File: config.mk
export PLATFORM = sky130hd
export DESIGN_NAME = signed_divider_flat
export DESIGN_NICKNAME = d
export VERILOG_FILES = /design/src/rtl/signed_divider_pkg.sv /design/src/rtl/signed_divider_if.sv /design/src/rtl/twos_complement.sv /design/src/rtl/unsigned_divider.sv /design/src/rtl/signed_divider.sv /design/src/flat_wrapper.sv
export SDC_FILE = /design/constraint.sdc
export NUM_CORES = 1
export LEC_CHECK = 0
export BUFFER_PORTS_ARGS = -buffer_cell sky130_fd_sc_hd__buf_2
export CAP_MARGIN = 10
export CORE_MARGIN = 2
export CORE_UTILIZATION = 57
export DETAILED_ROUTE_END_ITERATION = 6
export GPL_TIMING_DRIVEN = 0
export PLACE_DENSITY = 0.92
export SLEW_MARGIN = 20
export SYNTH_ARGS = -nofsm -noshare
export SYNTH_HDL_FRONTEND = slang
export SYNTH_SLANG_ARGS = --single-unit
export TNS_END_PERCENT = 1
File: constraint.sdc
create_clock -name clk -period 3.6 [get_ports clk]
set_input_delay 0.18 -clock clk [delete_from_list [all_inputs] [get_ports clk]]
set_output_delay 0.18 -clock clk [all_outputs]
set_load 0.01 [all_outputs]
File: src/rtl/signed_divider_pkg.sv
// Shared definitions for the signed divider: default width, FSM encoding and
// iteration counter sizing.
package signed_divider_pkg;

  localparam int DEF_WIDTH = 8;
  localparam int DEF_CNT_W = $clog2(DEF_WIDTH + 1);

  typedef enum logic [1:0] {
    ST_IDLE   = 2'd0,
    ST_DIVIDE = 2'd1,
    ST_DONE   = 2'd2
  } state_e;

  function automatic int cnt_width(input int width);
    return $clog2(width + 1);
  endfunction

endpackage

File: src/rtl/signed_divider_if.sv
// Operand/result bundle of the signed divider; master issues divisions,
// slave is the divider.
interface signed_divider_if #(
  parameter int WIDTH = 8
);
  logic [WIDTH-1:0] dividend;
  logic [WIDTH-1:0] divisor;
  logic             start;
  logic             busy;
  logic             done;
  logic [WIDTH-1:0] quotient;
  logic             q_sign;
  logic [WIDTH-2:0] remainder;
  logic             r_sign;
  logic             zflag;
  logic             dbz;

  modport master (
    output dividend, divisor, start,
    input  busy, done, quotient, q_sign, remainder, r_sign, zflag, dbz
  );

  modport slave (
    input  dividend, divisor, start,
    output busy, done, quotient, q_sign, remainder, r_sign, zflag, dbz
  );
endinterface

File: src/rtl/twos_complement.sv
// Two's-complement negation; the most negative value maps onto itself, which
// read as unsigned is its magnitude.
module twos_complement #(
  parameter int WIDTH = 8
) (
  input  logic [WIDTH-1:0] value_i,
  output logic [WIDTH-1:0] neg_o
);
  assign neg_o = ~value_i + WIDTH'(1);
endmodule

File: src/rtl/unsigned_divider.sv
// Magnitude-only restoring divider: one quotient bit per run cycle. The
// dividend register fills with quotient bits as it shifts out.
module unsigned_divider
  import signed_divider_pkg::*;
#(
  parameter int WIDTH = DEF_WIDTH
) (
  input  logic             clk,
  input  logic             rst,
  input  logic             load,
  input  logic             run,
  input  logic [WIDTH-1:0] dvd_mag_i,
  input  logic [WIDTH-1:0] dvsr_mag_i,
  output logic             last_o,
  output logic [WIDTH-1:0] quo_o,
  output logic [WIDTH-2:0] rem_o
);
  localparam int CW = cnt_width(WIDTH);

  logic [WIDTH-1:0] dvd_q, dvd_d;
  logic [WIDTH-1:0] dvsr_q, dvsr_d;
  logic [WIDTH-2:0] rem_q, rem_d;
  logic [CW-1:0]    cnt_q, cnt_d;
  logic [WIDTH-1:0] rem_sh;
  logic [WIDTH-2:0] diff;
  logic             ge;

  // Partial remainder is always below the divisor (<= 2^(WIDTH-1)), so it fits
  // WIDTH-1 bits; the trial subtract is a compare plus a modular difference.
  always_comb begin
    rem_sh = {rem_q, dvd_q[WIDTH-1]};
    ge     = rem_sh >= dvsr_q;
    diff   = rem_sh[WIDTH-2:0] - dvsr_q[WIDTH-2:0];
    quo_o  = {dvd_q[WIDTH-2:0], ge};
    rem_o  = ge ? diff : rem_sh[WIDTH-2:0];
    last_o = cnt_q == CW'(WIDTH - 1);

    dvd_d  = dvd_q;
    dvsr_d = dvsr_q;
    rem_d  = rem_q;
    cnt_d  = cnt_q;
    if (load) begin
      dvd_d  = dvd_mag_i;
      dvsr_d = dvsr_mag_i;
      rem_d  = '0;
      cnt_d  = '0;
    end else if (run) begin
      dvd_d  = quo_o;
      rem_d  = rem_o;
      cnt_d  = cnt_q + CW'(1);
    end
  end

  always_ff @(posedge clk) begin
    if (rst) begin
      dvd_q  <= '0;
      dvsr_q <= '0;
      rem_q  <= '0;
      cnt_q  <= '0;
    end else begin
      dvd_q  <= dvd_d;
      dvsr_q <= dvsr_d;
      rem_q  <= rem_d;
      cnt_q  <= cnt_d;
    end
  end
endmodule

File: src/rtl/signed_divider.sv
// Sequential signed divider with sign-magnitude results. Owns the handshake
// FSM, operand magnitudes, sign rules and the divide-by-zero bypass.
module signed_divider
  import signed_divider_pkg::*;
#(
  parameter int WIDTH = DEF_WIDTH
) (
  input  logic             clk,
  input  logic             rst,
  signed_divider_if.slave  bus
);
  state_e           state_q, state_d;
  logic [WIDTH-1:0] quotient_q, quotient_d;
  logic [WIDTH-2:0] remainder_q, remainder_d;
  logic             q_sign_q, q_sign_d;
  logic             r_sign_q, r_sign_d;
  logic             zflag_q, zflag_d;
  logic             dbz_q, dbz_d;
  logic             done_q, done_d;
  logic             q_neg_q, q_neg_d;
  logic             r_neg_q, r_neg_d;

  logic [WIDTH-1:0] dvd_neg, dvsr_neg, dvd_mag, dvsr_mag;
  logic [WIDTH-1:0] quo_nx;
  logic [WIDTH-2:0] rem_nx;
  logic             load, run, last;

  twos_complement #(.WIDTH(WIDTH)) u_dvd_neg  (.value_i(bus.dividend), .neg_o(dvd_neg));
  twos_complement #(.WIDTH(WIDTH)) u_dvsr_neg (.value_i(bus.divisor),  .neg_o(dvsr_neg));

  assign dvd_mag  = bus.dividend[WIDTH-1] ? dvd_neg  : bus.dividend;
  assign dvsr_mag = bus.divisor[WIDTH-1]  ? dvsr_neg : bus.divisor;

  unsigned_divider #(.WIDTH(WIDTH)) u_core (
    .clk       (clk),
    .rst       (rst),
    .load      (load),
    .run       (run),
    .dvd_mag_i (dvd_mag),
    .dvsr_mag_i(dvsr_mag),
    .last_o    (last),
    .quo_o     (quo_nx),
    .rem_o     (rem_nx)
  );

  always_comb begin
    state_d     = state_q;
    quotient_d  = quotient_q;
    remainder_d = remainder_q;
    q_sign_d    = q_sign_q;
    r_sign_d    = r_sign_q;
    zflag_d     = zflag_q;
    dbz_d       = dbz_q;
    done_d      = 1'b0;
    q_neg_d     = q_neg_q;
    r_neg_d     = r_neg_q;
    load        = 1'b0;
    run         = 1'b0;
    case (state_q)
      ST_IDLE: begin
        if (bus.start) begin
          if (bus.divisor == '0) begin
            dbz_d       = 1'b1;
            quotient_d  = '0;
            remainder_d = '0;
            q_sign_d    = 1'b0;
            r_sign_d    = 1'b0;
            zflag_d     = 1'b1;
            done_d      = 1'b1;
            state_d     = ST_DONE;
          end else begin
            load    = 1'b1;
            dbz_d   = 1'b0;
            q_neg_d = bus.dividend[WIDTH-1] ^ bus.divisor[WIDTH-1];
            r_neg_d = bus.dividend[WIDTH-1];
            state_d = ST_DIVIDE;
          end
        end
      end
      ST_DIVIDE: begin
        run = 1'b1;
        // Results are taken from the final iteration's combinational step so
        // they land on the same edge that enters DONE.
        if (last) begin
          quotient_d  = quo_nx;
          remainder_d = rem_nx;
          q_sign_d    = q_neg_q & (|quo_nx);
          r_sign_d    = r_neg_q & (|rem_nx);
          zflag_d     = ~(|quo_nx);
          done_d      = 1'b1;
          state_d     = ST_DONE;
        end
      end
      ST_DONE: state_d = ST_IDLE;
      default: state_d = ST_IDLE;
    endcase
  end

  always_ff @(posedge clk) begin
    if (rst) begin
      state_q     <= ST_IDLE;
      quotient_q  <= '0;
      remainder_q <= '0;
      q_sign_q    <= 1'b0;
      r_sign_q    <= 1'b0;
      zflag_q     <= 1'b1;
      dbz_q       <= 1'b0;
      done_q      <= 1'b0;
      q_neg_q     <= 1'b0;
      r_neg_q     <= 1'b0;
    end else begin
      state_q     <= state_d;
      quotient_q  <= quotient_d;
      remainder_q <= remainder_d;
      q_sign_q    <= q_sign_d;
      r_sign_q    <= r_sign_d;
      zflag_q     <= zflag_d;
      dbz_q       <= dbz_d;
      done_q      <= done_d;
      q_neg_q     <= q_neg_d;
      r_neg_q     <= r_neg_d;
    end
  end

  assign bus.busy      = state_q != ST_IDLE;
  assign bus.done      = done_q;
  assign bus.quotient  = quotient_q;
  assign bus.remainder = remainder_q;
  assign bus.q_sign    = q_sign_q;
  assign bus.r_sign    = r_sign_q;
  assign bus.zflag     = zflag_q;
  assign bus.dbz       = dbz_q;
endmodule

File: src/flat_wrapper.sv
// flat-port wrapper written by rule: the top's interface ports become plain ports
module signed_divider_flat import signed_divider_pkg::*;
#(
  parameter int WIDTH = DEF_WIDTH
)
  (clk, rst, bus_dividend, bus_divisor, bus_start, bus_busy, bus_done, bus_quotient, bus_q_sign, bus_remainder, bus_r_sign, bus_zflag, bus_dbz);
  signed_divider_if #(.WIDTH(WIDTH)) bus_i ();
  input  logic clk;
  input  logic rst;
  input wire logic [$bits(bus_i.dividend)-1:0] bus_dividend;
  input wire logic [$bits(bus_i.divisor)-1:0] bus_divisor;
  input wire logic [$bits(bus_i.start)-1:0] bus_start;
  output wire logic [$bits(bus_i.busy)-1:0] bus_busy;
  output wire logic [$bits(bus_i.done)-1:0] bus_done;
  output wire logic [$bits(bus_i.quotient)-1:0] bus_quotient;
  output wire logic [$bits(bus_i.q_sign)-1:0] bus_q_sign;
  output wire logic [$bits(bus_i.remainder)-1:0] bus_remainder;
  output wire logic [$bits(bus_i.r_sign)-1:0] bus_r_sign;
  output wire logic [$bits(bus_i.zflag)-1:0] bus_zflag;
  output wire logic [$bits(bus_i.dbz)-1:0] bus_dbz;
  assign bus_i.dividend = bus_dividend;
  assign bus_i.divisor = bus_divisor;
  assign bus_i.start = bus_start;
  assign bus_busy = bus_i.busy;
  assign bus_done = bus_i.done;
  assign bus_quotient = bus_i.quotient;
  assign bus_q_sign = bus_i.q_sign;
  assign bus_remainder = bus_i.remainder;
  assign bus_r_sign = bus_i.r_sign;
  assign bus_zflag = bus_i.zflag;
  assign bus_dbz = bus_i.dbz;
  signed_divider #(.WIDTH(WIDTH)) u_core (.clk(clk), .rst(rst), .bus(bus_i));
endmodule
==> results of run 1 <==
-- cells by family (layout without fill, tap and decap cells) --
| group | after synthesis | count (layout) | share of synthesized area [%] |
|---|---|---|---|
| simple gates | 139 | 139 | 23.9 |
| compound gates | 75 | 75 | 17.9 |
| flops | 51 | 51 | 37.3 |
| buf+inv | 35 | 79 | 5.49 |
| xor+xnor | 17 | 17 | 5.45 |
| fa+ha+maj | 12 | 12 | 5.77 |
| mux | 10 | 10 | 4.07 |
-- final cells by class --
| class | instances | share of cell area, % |
|---|---|---|
| Clock inverter | 3 | 2.17 |
| Buffer | 18 | 2.77 |
| Multi-Input combinational cell | 253 | 50.1 |
| Timing Repair Buffer | 36 | 5.78 |
| Tap cell | 54 | 2.17 |
| Sequential cell | 51 | 32.7 |
| Inverter | 17 | 2.05 |
| Clock buffer | 5 | 2.21 |
-- worst register-to-register path: cells and delay by family, from the launching register on --
kind / cells / cell delay, ns
AOI/OAI and AO/OA: 4 / 0.98
adders and majority gates: 2 / 0.59
buffers and inverters: 3 / 0.36
muxes: 1 / 0.36
DFF: 1 / 0.33
and+or+nand+nor: 1 / 0.06
-- cell usage in the layout (no fill, tap or decap), types with 3 or more instances in the layout --
cell	n
nand2_1	43
a21oi_1	32
mux2i_1	4
xor2_1	6
xnor2_1	11
nor2b_1	4
nand2b_1	8
ha_1	11
a211oi_1	8
nand3_1	3
buf_2	39
clkbuf_1	12
o21ai_0	8
nand4_1	4
mux2_2	5
nor2_1	55
inv_1	17
dfxtp_1	51
nor3_1	4
a22oi_1	7
clkbuf_8	5
-- sequential cells by signal (all words and copies together) (netlist names) --
name                  cells
u_core.bus.zflag          1
u_core.bus.r_sign         1
u_core.bus.quotient       8
u_core.u_core.rem_q       7
u_core.r_neg_q            1
u_core.u_core.dvsr_q      8
u_core.u_core.cnt_q       4
u_core.bus.done           1
u_core.u_core.dvd_q       8
u_core.q_neg_q            1
u_core.bus.q_sign         1
u_core.state_q            2
u_core.bus.dbz            1
u_core.bus.remainder      7
-- layer usage --
layer  part of all wire [%]  wire length (um)  vias to the layer above
met5                      0                 0                        -
met4                    2.6               161                        0
met3                    5.7               357                       17
met2                     48              2990                       81
met1                     44              2710                     1167
li1                       -                 -                     1256
-- power groups by stage --
| stage | clock network, mW | logic, mW | registers (mW) |
|---|---|---|---|
| after CTS | 0.476 | 0.378 | 0.613 |
| after global placement | 0 | 0.365 | 0.625 |
| after detailed placement | 0 | 0.375 | 0.626 |
| final | 0.475 | 0.382 | 0.614 |
| after global routing | 0.501 | 0.425 | 0.617 |
| after floorplan | 0 | 0.291 | 0.623 |
-- synthesized netlist by cell type (3+ instances only) --
master,count
nor2_1,55
dfxtp_1,51
nand2_1,43
a21oi_1,32
inv_1,17
clkbuf_1,12
ha_1,11
xnor2_1,11
a211oi_1,8
nand2b_1,8
o21ai_0,8
a22oi_1,7
xor2_1,6
mux2_2,5
mux2i_1,4
nand4_1,4
nor2b_1,4
nor3_1,4
buf_2,3
nand3_1,3
-- worst paths after layout --
check,from,end,slack (ns),cells past startpoint
hold / removal,bus_divisor[0],u_core.u_core.dvsr_q[0],0.14,3
hold reg to reg,u_core.bus.zflag,u_core.bus.zflag,0.46,1
setup / recovery,u_core.u_core.dvd_q[7],u_core.bus.remainder[1],0.82,11
setup reg to reg,u_core.u_core.dvd_q[7],u_core.bus.remainder[1],0.82,11
==> results.txt, run 1 <==
Dpl ws = 0.848 ns
Fillers = 367
Crit path buffers/inverters = 3
Nets = 413
CP Cell Sequence = inv_1 -> ha_1 -> inv_1 -> fa_1 -> a211oi_2 -> o21ai_1 -> a221oi_2 -> buf_6 -> mux2_2 -> a22oi_1 -> nor2_1
Io pins = 40
Clock Root Buffer = clkbuf_8
Final number of max-transition violations = 0
Clk network pwr share = 32.3%
Max-cap viol count = 0
Final Hold Fails = 0
Grt ovf = 0
Crit-path max cell delay = 0.41 ns
Delay-heaviest family, CP = compound AO/OA/AOI/OAI gates
Top_reg_cell synth = dfxtp_1
Sw Ratio = 29.5%
WS Path Type = register to register
Area of the multi-input gates = 1560 um^2
Die height = 73.3 um
Switching power = 0.434 mW
P_leak = 1.29 nW
EDFF count, synth = 0
Synth-to-Final Area Change = 14.1%
Final instance area = 3120 um^2
Avg Cell Area, Syn = 8.06 um^2
GR Layer Usage met1 = 32.0%
Die Area = 5370 um^2
Post-DP HPWL = 4770 um
Max Buffers Root-to-Sink = 2
Yosys cell types = 54
Global-route wire length before repair = 10700 um
Vias = 2521
Total length of routed wires = 6220 um
Hold_buf cts = 0
Non-Filler Instances = 437
Placed Cells = 429
Sequential Area = 1020 um^2
Post-Syn Area = 2730 um^2
Max-slew headroom = 63.4%
RSZ-0062 raised after global routing = false
Initial DRC Count = 149
Syn nets = 370
Initial Util = 58.7%
Most frequent CP cell = inv_1
Vias in the first global route = 2407
Final min period = 2.78 ns
WHS = 0.139 ns
Routing usage on met2 = 42.3%
Max Fclk = 360 MHz
Sequential-to-total area share from yosys stat = 37.3%
Setup Buffers After CTS = 0
Port Buf Inserts = 36
First drt pass iteration count = 4
Cell internal pwr = 1.04 mW
Row count = 25
Outcome = finished, final reports clean
Final core occ = 66.9%
CTS clk-pin slew, worst paths = 0.10 ns
Final setup violation count = 0
Die Width = 73.3 um
Yosys top cell area share = 37.3%
TritonCTS buffer count = 5
Startpoint Class = register
Dominant cell type by area after synthesis = dfxtp_1
CP Capture Type = register
Share of cells above drive strength 1 = 17.5%
Clock tree from TritonCTS = built
Largest cells by area after synthesis = dfxtp_1 37%, nor2_1 7.6%, nand2_1 5.9%, a21oi_1 5.9%, ha_1 5.0%
Worst path required time = 3.80 ns
Power per standard cell area = 472 nW/um^2
Clock skew = 0.00954 ns
GRT Util Overall = 25.5%
Final Cycle Share = 77.2%
Yosys reg bits = 51
Core Area = 4660 um^2
Pin count of the biggest net entering global routing = 17
Number of remaining DRC errors = 0
YS warnings = 0
Gpl congestion = 0.890
Slowest stage cell, crit path = fa_1
Least-Margin Pin Slew = 0.546 ns
Wirelength per Cell = 14.2 um
Hold WC Path Type = input pin to register
Part of the power in registers = 41.7%
Sum Neg Setup Slack = 0 ns
H-tree levels = 2
PostCTS Resize Cnt = 0
Initial antenna violation count = 0
GRT busiest layer = met2
Comb power frac = 26.0%
Max FO, Critical Path = 10
ANT cells = 0
Async SR Flop Fraction = 0%
Syn Inst Count = 339
Peak VDD IR = 0.000318 V
Final Worst Setup Slack = 0.821 ns
Power Total = 1.47 mW
Dpl cell area = 2980 um^2
Met3 usage = 6.04%
Vias per cell = 5.77
Clk sinks = 51
Routed Antenna Nets = 0
Worst skew pair latency = 0.32 ns
Crit path DAT = 2.98 ns
Power figures use the tool's default switching activity.
==> run 2: changes to the inputs <==
Clock period 3.6 ns to 2.6 ns, I/O delays scaled along.
==> results.txt, run 2 (synthesis gave the netlist of run 1 again) <==
DR top layer = met4 (unchanged)
Nets = 419 (was 413)
Max-cap viol count = 0 (unchanged)
Clock Root Buffer = clkbuf_8 (unchanged)
Max FO, Critical Path = 3 (was 10)
Initial antenna violation count = 0 (unchanged)
P_leak = 1.33 nW (was 1.29 nW)
GRT Util Overall = 25.7% (was 25.5%)
Row count = 25 (unchanged)
Number of remaining DRC errors = 0 (unchanged)
Vias per cell = 5.91 (was 5.77)
TritonCTS buffer count = 5 (unchanged)
Post-DP HPWL = 4770 um (unchanged)
Vias = 2620 (was 2521)
Clk sinks = 51 (unchanged)
CP Cell Sequence = inv_4 -> ha_4 -> inv_2 -> fa_2 -> a211oi_4 -> buf_4 -> nor4b_2 -> or4_4 -> mux2_4 -> a22oi_2 -> nor2_1 (was inv_1 -> ha_1 -> inv_1 -> fa_1 -> a211oi_2 -> o21ai_1 -> a221oi_2 -> buf_6 -> mux2_2 -> a22oi_1 -> nor2_1)
Final setup violation count = 3 (was 0)
Crit-path max cell delay = 0.56 ns (was 0.41 ns)
Least-Margin Pin Slew = 0.547 ns (was 0.546 ns)
Core Area = 4660 um^2 (unchanged)
Die Width = 73.3 um (unchanged)
Slowest stage cell, crit path = or4_4 (was fa_1)
Peak VDD IR = 0.000445 V (was 0.000318 V)
Io pins = 40 (unchanged)
ANT cells = 0 (unchanged)
Most frequent cells in the layout = 55 x nor2_1, 49 x dfxtp_1, 43 x nand2_1 (was 55 x nor2_1, 51 x dfxtp_1, 43 x nand2_1)
Wirelength per Cell = 15.3 um (was 14.2 um)
Commonest non-fill, non-tap cell in the layout = nor2_1 (unchanged)
Final Hold Fails = 0 (unchanged)
Final Worst Setup Slack = -0.0462 ns (was 0.821 ns)
H-tree levels = 2 (unchanged)
Vias in the first global route = 2404 (was 2407)
Clock skew = 0.00906 ns (was 0.00954 ns)
Gpl congestion = 0.890 (unchanged)
Final min period = 2.65 ns (was 2.78 ns)
RSZ-0062 raised after global routing = true (was false)
Outcome = complete, but fails checks (was finished, final reports clean)
Pin count of the biggest net entering global routing = 17 (unchanged)
Met2 Wirelength = 3390 um (was 2990 um)
Die height = 73.3 um (unchanged)
Clock tree from TritonCTS = built (unchanged)
Share of cells above drive strength 1 = 21.6% (was 17.5%)
Initial DRC Count = 186 (was 149)
Grt ovf = 0 (unchanged)
Port Buf Inserts = 36 (unchanged)
CTS clk-pin slew, worst paths = 0.10 ns (about the same)
Crit path buffers/inverters = 3 (unchanged)
Wire length on met3 = 420 um (was 357 um)
Startpoint Class = register (unchanged)
Met1 wire length = 2810 um (was 2710 um)
CP Capture Type = register (unchanged)
Power Total = 2.14 mW (was 1.47 mW)
Final core occ = 69.3% (was 66.9%)
Routed Antenna Nets = 0 (unchanged)
WHS = 0.0919 ns (was 0.139 ns)
Final Cycle Share = 102% (was 77.2%)
First drt pass iteration count = 5 (was 4)
Total length of routed wires = 6770 um (was 6220 um)
Delay-heaviest family, CP = simple AND/OR/NAND/NOR gates (was compound AO/OA/AOI/OAI gates)
Max Fclk = 378 MHz (was 360 MHz)
Worst skew pair latency = 0.32 ns (about the same)
Sum Neg Setup Slack = -0.116 ns (was 0 ns)
Max-slew headroom = 63.4% (about the same)
Max Buffers Root-to-Sink = 2 (unchanged)
Final number of max-transition violations = 0 (unchanged)
Power per standard cell area = 662 nW/um^2 (was 472 nW/um^2)
Crit path DAT = 2.84 ns (was 2.98 ns)
Global-route wire length before repair = 10700 um (about the same)
Worst path required time = 2.80 ns (was 3.80 ns)
WS Path Type = register to register (unchanged)
Initial Util = 58.7% (unchanged)
Hold WC Path Type = input pin to register (unchanged)
Die Area = 5370 um^2 (unchanged)
Synth-to-Final Area Change = 18.2% (was 14.1%)
Failing checks = negative setup slack
-- run 2: cell types whose count changed in the layout (fill, tap and decap cells not counted), sizes merged --
cell  before  now
buf       42   48
-- run 2: power by group --
group / internal (mW) / leakage, nW / switching [mW]
clock network: 0.384 / 0.0644 / 0.278
logic: 0.285 / 0.854 / 0.341
registers: 0.822 / 0.416 / 0.0306
total: 1.49 / 1.33 / 0.649
-- run 2: path summary, 6_finish.rpt --
kind / cells past startpoint / start / to / slack, ns
worst max-delay path: 11 / u_core.u_core.dvd_q[7] / u_core.bus.remainder[6] / -0.05
worst max register to register: 11 / u_core.u_core.dvd_q[7] / u_core.bus.remainder[6] / -0.05
worst min-delay path: 3 / bus_divisor[0] / u_core.u_core.dvsr_q[0] / 0.09
worst min register to register: 1 / u_core.bus.zflag / u_core.bus.zflag / 0.46
-- run 2: layer usage --
metal  up-vias  track usage, %
li1       1267               -
met1      1215            32.4
met2       116            42.6
met3        22            5.76
met4         0            10.1
met5         -               0
-- run 2: worst min-delay path, delay by kind of cell --
family	cells	cell delay, ns
AOI/OAI and AO/OA	1	0.05
buffers and inverters	1	0.12
and+or+nand+nor	1	0.06
-- run 2: timing repair --
action | 4_1_cts | 5_1_grt
hold buffers | 0 | 0
resized for setup | 2 | 14
setup buffers | 3 | 3
pin swaps | 3 | 6
setup endpoints to repair | 13 | 19
-- run 2: stage by stage --
step                std cells  setup slack (ns)  area, um^2
floorplan                 339            0.0961        2730
detailed placement        429            -0.152        2980
global route              443            -0.159        3230
global placement          429           -0.0957        2980
CTS                       440           0.00337        3140
finish                    443           -0.0462        3230
-- run 2: cell type report --
| cell class | count | area [um^2] |
|---|---|---|
| inverters | 17 | 66.3 |
| clock inverters | 3 | 67.6 |
| repair buffers | 42 | 225 |
| plain buffers | 18 | 86.3 |
| well taps | 54 | 67.6 |
| flip-flops and latches | 51 | 1020 |
| multi-input cells | 253 | 1630 |
| clock buffers | 5 | 68.8 |
| fillers | 348 | 1430 |
==> run 3: changes to the inputs <==
Settings changed: CELL_PAD_IN_SITES_DETAIL_PLACEMENT set to 1, CELL_PAD_IN_SITES_GLOBAL_PLACEMENT set to 1, CORE_UTILIZATION 57 to 42, PLACE_DENSITY 0.92 to 0.91.
==> results.txt, run 3 (synthesis gave the netlist of run 1 again) <==
Commonest non-fill, non-tap cell in the layout = nor2_1 (unchanged)
Routed Antenna Nets = 0 (unchanged)
Total length of routed wires = 8000 um (was 6770 um)
GRT Util Overall = 23.0% (was 25.7%)
CTS clk-pin slew, worst paths = 0.10 ns (about the same)
First drt pass iteration count = 4 (was 5)
Final Cycle Share = 98.1% (was 102%)
WP depth = 11 (unchanged)
Power Total = 2.08 mW (was 2.14 mW)
Core Area = 6310 um^2 (was 4660 um^2)
Global-route wire length before repair = 13100 um (was 10700 um)
CP Capture Type = register (unchanged)
Post-DP HPWL = 5710 um (was 4770 um)
Crit path DAT = 2.75 ns (was 2.84 ns)
Worst skew pair latency = 0.32 ns (about the same)
Worst-case reg-to-reg path depth = 11 (unchanged)
Die Area = 7170 um^2 (was 5370 um^2)
Slowest stage cell, crit path = or4_4 (unchanged)
Delay-heaviest family, CP = simple AND/OR/NAND/NOR gates (unchanged)
Worst path required time = 2.80 ns (about the same)
Pin count of the biggest net entering global routing = 17 (unchanged)
Port Buf Inserts = 36 (unchanged)
Max Fclk = 392 MHz (was 378 MHz)
Die Width = 84.7 um (was 73.3 um)
R2R setup slack = 0.05 ns (was -0.05 ns)
Synth-to-Final Area Change = 18.2% (unchanged)
Io pins = 40 (unchanged)
Clk sinks = 51 (unchanged)
Wirelength per Cell = 17.2 um (was 15.3 um)
P_leak = 1.33 nW (about the same)
Crit path buffers/inverters = 3 (unchanged)
RSZ-0062 raised after global routing = true (unchanged)
Clock Root Buffer = clkbuf_8 (unchanged)
Die height = 84.7 um (was 73.3 um)
Initial Util = 43.3% (was 58.7%)
ANT cells = 0 (unchanged)
Max FO, Critical Path = 3 (unchanged)
Final Hold Fails = 0 (unchanged)
Startpoint Class = register (unchanged)
Hold_buf cts = 0 (unchanged)
H-tree levels = 2 (unchanged)
Final number of max-transition violations = 0 (unchanged)
Nets = 417 (was 419)
Vias per cell = 5.64 (was 5.91)
TritonCTS buffer count = 5 (unchanged)
Clock tree from TritonCTS = built (unchanged)
Grt ovf = 0 (unchanged)
RR Endpoint = u_core.bus.remainder[6] (unchanged)
Gpl congestion = 0.792 (was 0.890)
Max-cap viol count = 0 (unchanged)
Max Buffers Root-to-Sink = 2 (unchanged)
WS Path Type = register to register (unchanged)
Row count = 29 (was 25)
Hold Path Sink = u_core.u_core.dvsr_q[0] (unchanged)
Vias in the first global route = 2662 (was 2404)
Final setup violation count = 0 (was 3)
Share of cells above drive strength 1 = 21.4% (was 21.6%)
Power per standard cell area = 644 nW/um^2 (was 662 nW/um^2)
CP Cell Sequence = inv_2 -> ha_4 -> inv_2 -> fa_2 -> a211oi_4 -> buf_4 -> nor4b_2 -> or4_4 -> mux2_4 -> a22oi_2 -> nor2_1 (was inv_4 -> ha_4 -> inv_2 -> fa_2 -> a211oi_4 -> buf_4 -> nor4b_2 -> or4_4 -> mux2_4 -> a22oi_2 -> nor2_1)
Sum Neg Setup Slack = 0 ns (was -0.116 ns)
Outcome = finished, final reports clean (was complete, but fails checks)
Most frequent cells in the layout = 55 x nor2_1, 49 x dfxtp_1, 43 x nand2_1 (unchanged)
Worst Hold Depth = 3 (unchanged)
Hold WC Path Type = input pin to register (unchanged)
Vias = 2616 (was 2620)
Peak VDD IR = 0.000242 V (was 0.000445 V)
Fillers = 800 (was 348)
Initial antenna violation count = 0 (unchanged)
Initial DRC Count = 70 (was 186)
Least-Margin Pin Slew = 0.604 ns (was 0.547 ns)
Most frequent CP cell = inv_2
Hold_sp = bus_divisor[0] (unchanged)
R2r startpoint = u_core.u_core.dvd_q[7] (unchanged)
Max-slew headroom = 59.7% (was 63.4%)
Crit-path max cell delay = 0.54 ns (was 0.56 ns)
Number of remaining DRC errors = 0 (unchanged)
Clock skew = 0.00867 ns (was 0.00906 ns)
Final min period = 2.55 ns (was 2.65 ns)
run 3: layout make-up:
cell class | instances | area, um^2 | area share, %
Clock buffer | 6 | 82.6 | 2.56
Buffer | 18 | 86.3 | 2.67
Tap cell | 77 | 96.3 | 2.98
Clock inverter | 2 | 38.8 | 1.20
Timing Repair Buffer | 40 | 210 | 6.51
Sequential cell | 51 | 1020 | 31.7
Inverter | 17 | 63.8 | 1.98
Multi-Input combinational cell | 253 | 1630 | 50.4
run 3: metal layers:
layer	share of wire (%)	vias to the layer above	GRT usage, %
met1	42	1286	27.0
met2	53	54	42.5
li1	-	1259	-
met4	1.9	0	7.65
met5	0	-	0
met3	3.6	17	3.44
run 3: worst max path at each step:
stage	endpoint	slack (ns)	from
final	u_core.bus.remainder[6]	0.05	u_core.u_core.dvd_q[7]
after global routing	u_core.bus.remainder[6]	-0.03	u_core.u_core.dvd_q[7]
after CTS	u_core.bus.remainder[6]	-0.07	u_core.u_core.dvd_q[7]
after detailed placement	u_core.bus.remainder[4]	-0.22	u_core.u_core.dvd_q[7]
after global placement	u_core.bus.remainder[4]	-0.13	u_core.u_core.dvd_q[7]
after floorplan	u_core.bus.remainder[3]	0.1	u_core.u_core.dvd_q[7]
run 3: stage by stage:
stage,hold WS (ns),cells,cell area (um^2),util (%),worst slack [ns]
2_1_floorplan,0.266,339,2730,-,0.0961
3_3_place_gp,0.410,452,3010,47.7,-0.127
3_5_place_dp,0.414,452,3010,47.7,-0.219
4_1_cts,0.0791,463,3200,50.7,-0.0676
5_1_grt,0.0967,464,3230,51.2,-0.0288
6_report,0.0871,464,3230,51.2,0.0499
run 3: power breakdown:
part	switching, mW	total [mW]	internal, mW
logic	0.348	0.624	0.276
clock network	0.286	0.603	0.317
registers	0.0317	0.854	0.822
run 3: worst min-delay path, cell delays in order:
cell	delay, ns
buf_2	0.12
nand2_1	0.06
a21oi_1	0.06
run 3: what timing repair did:
| item | 4_1_cts | 5_1_grt |
|---|---|---|
| pin swaps | 6 | 6 |
| endpoints found under the setup margin | 17 | 19 |
| gates resized for setup | 13 | 5 |
| buffers inserted | 3 | 1 |
| cloned | 0 | 0 |
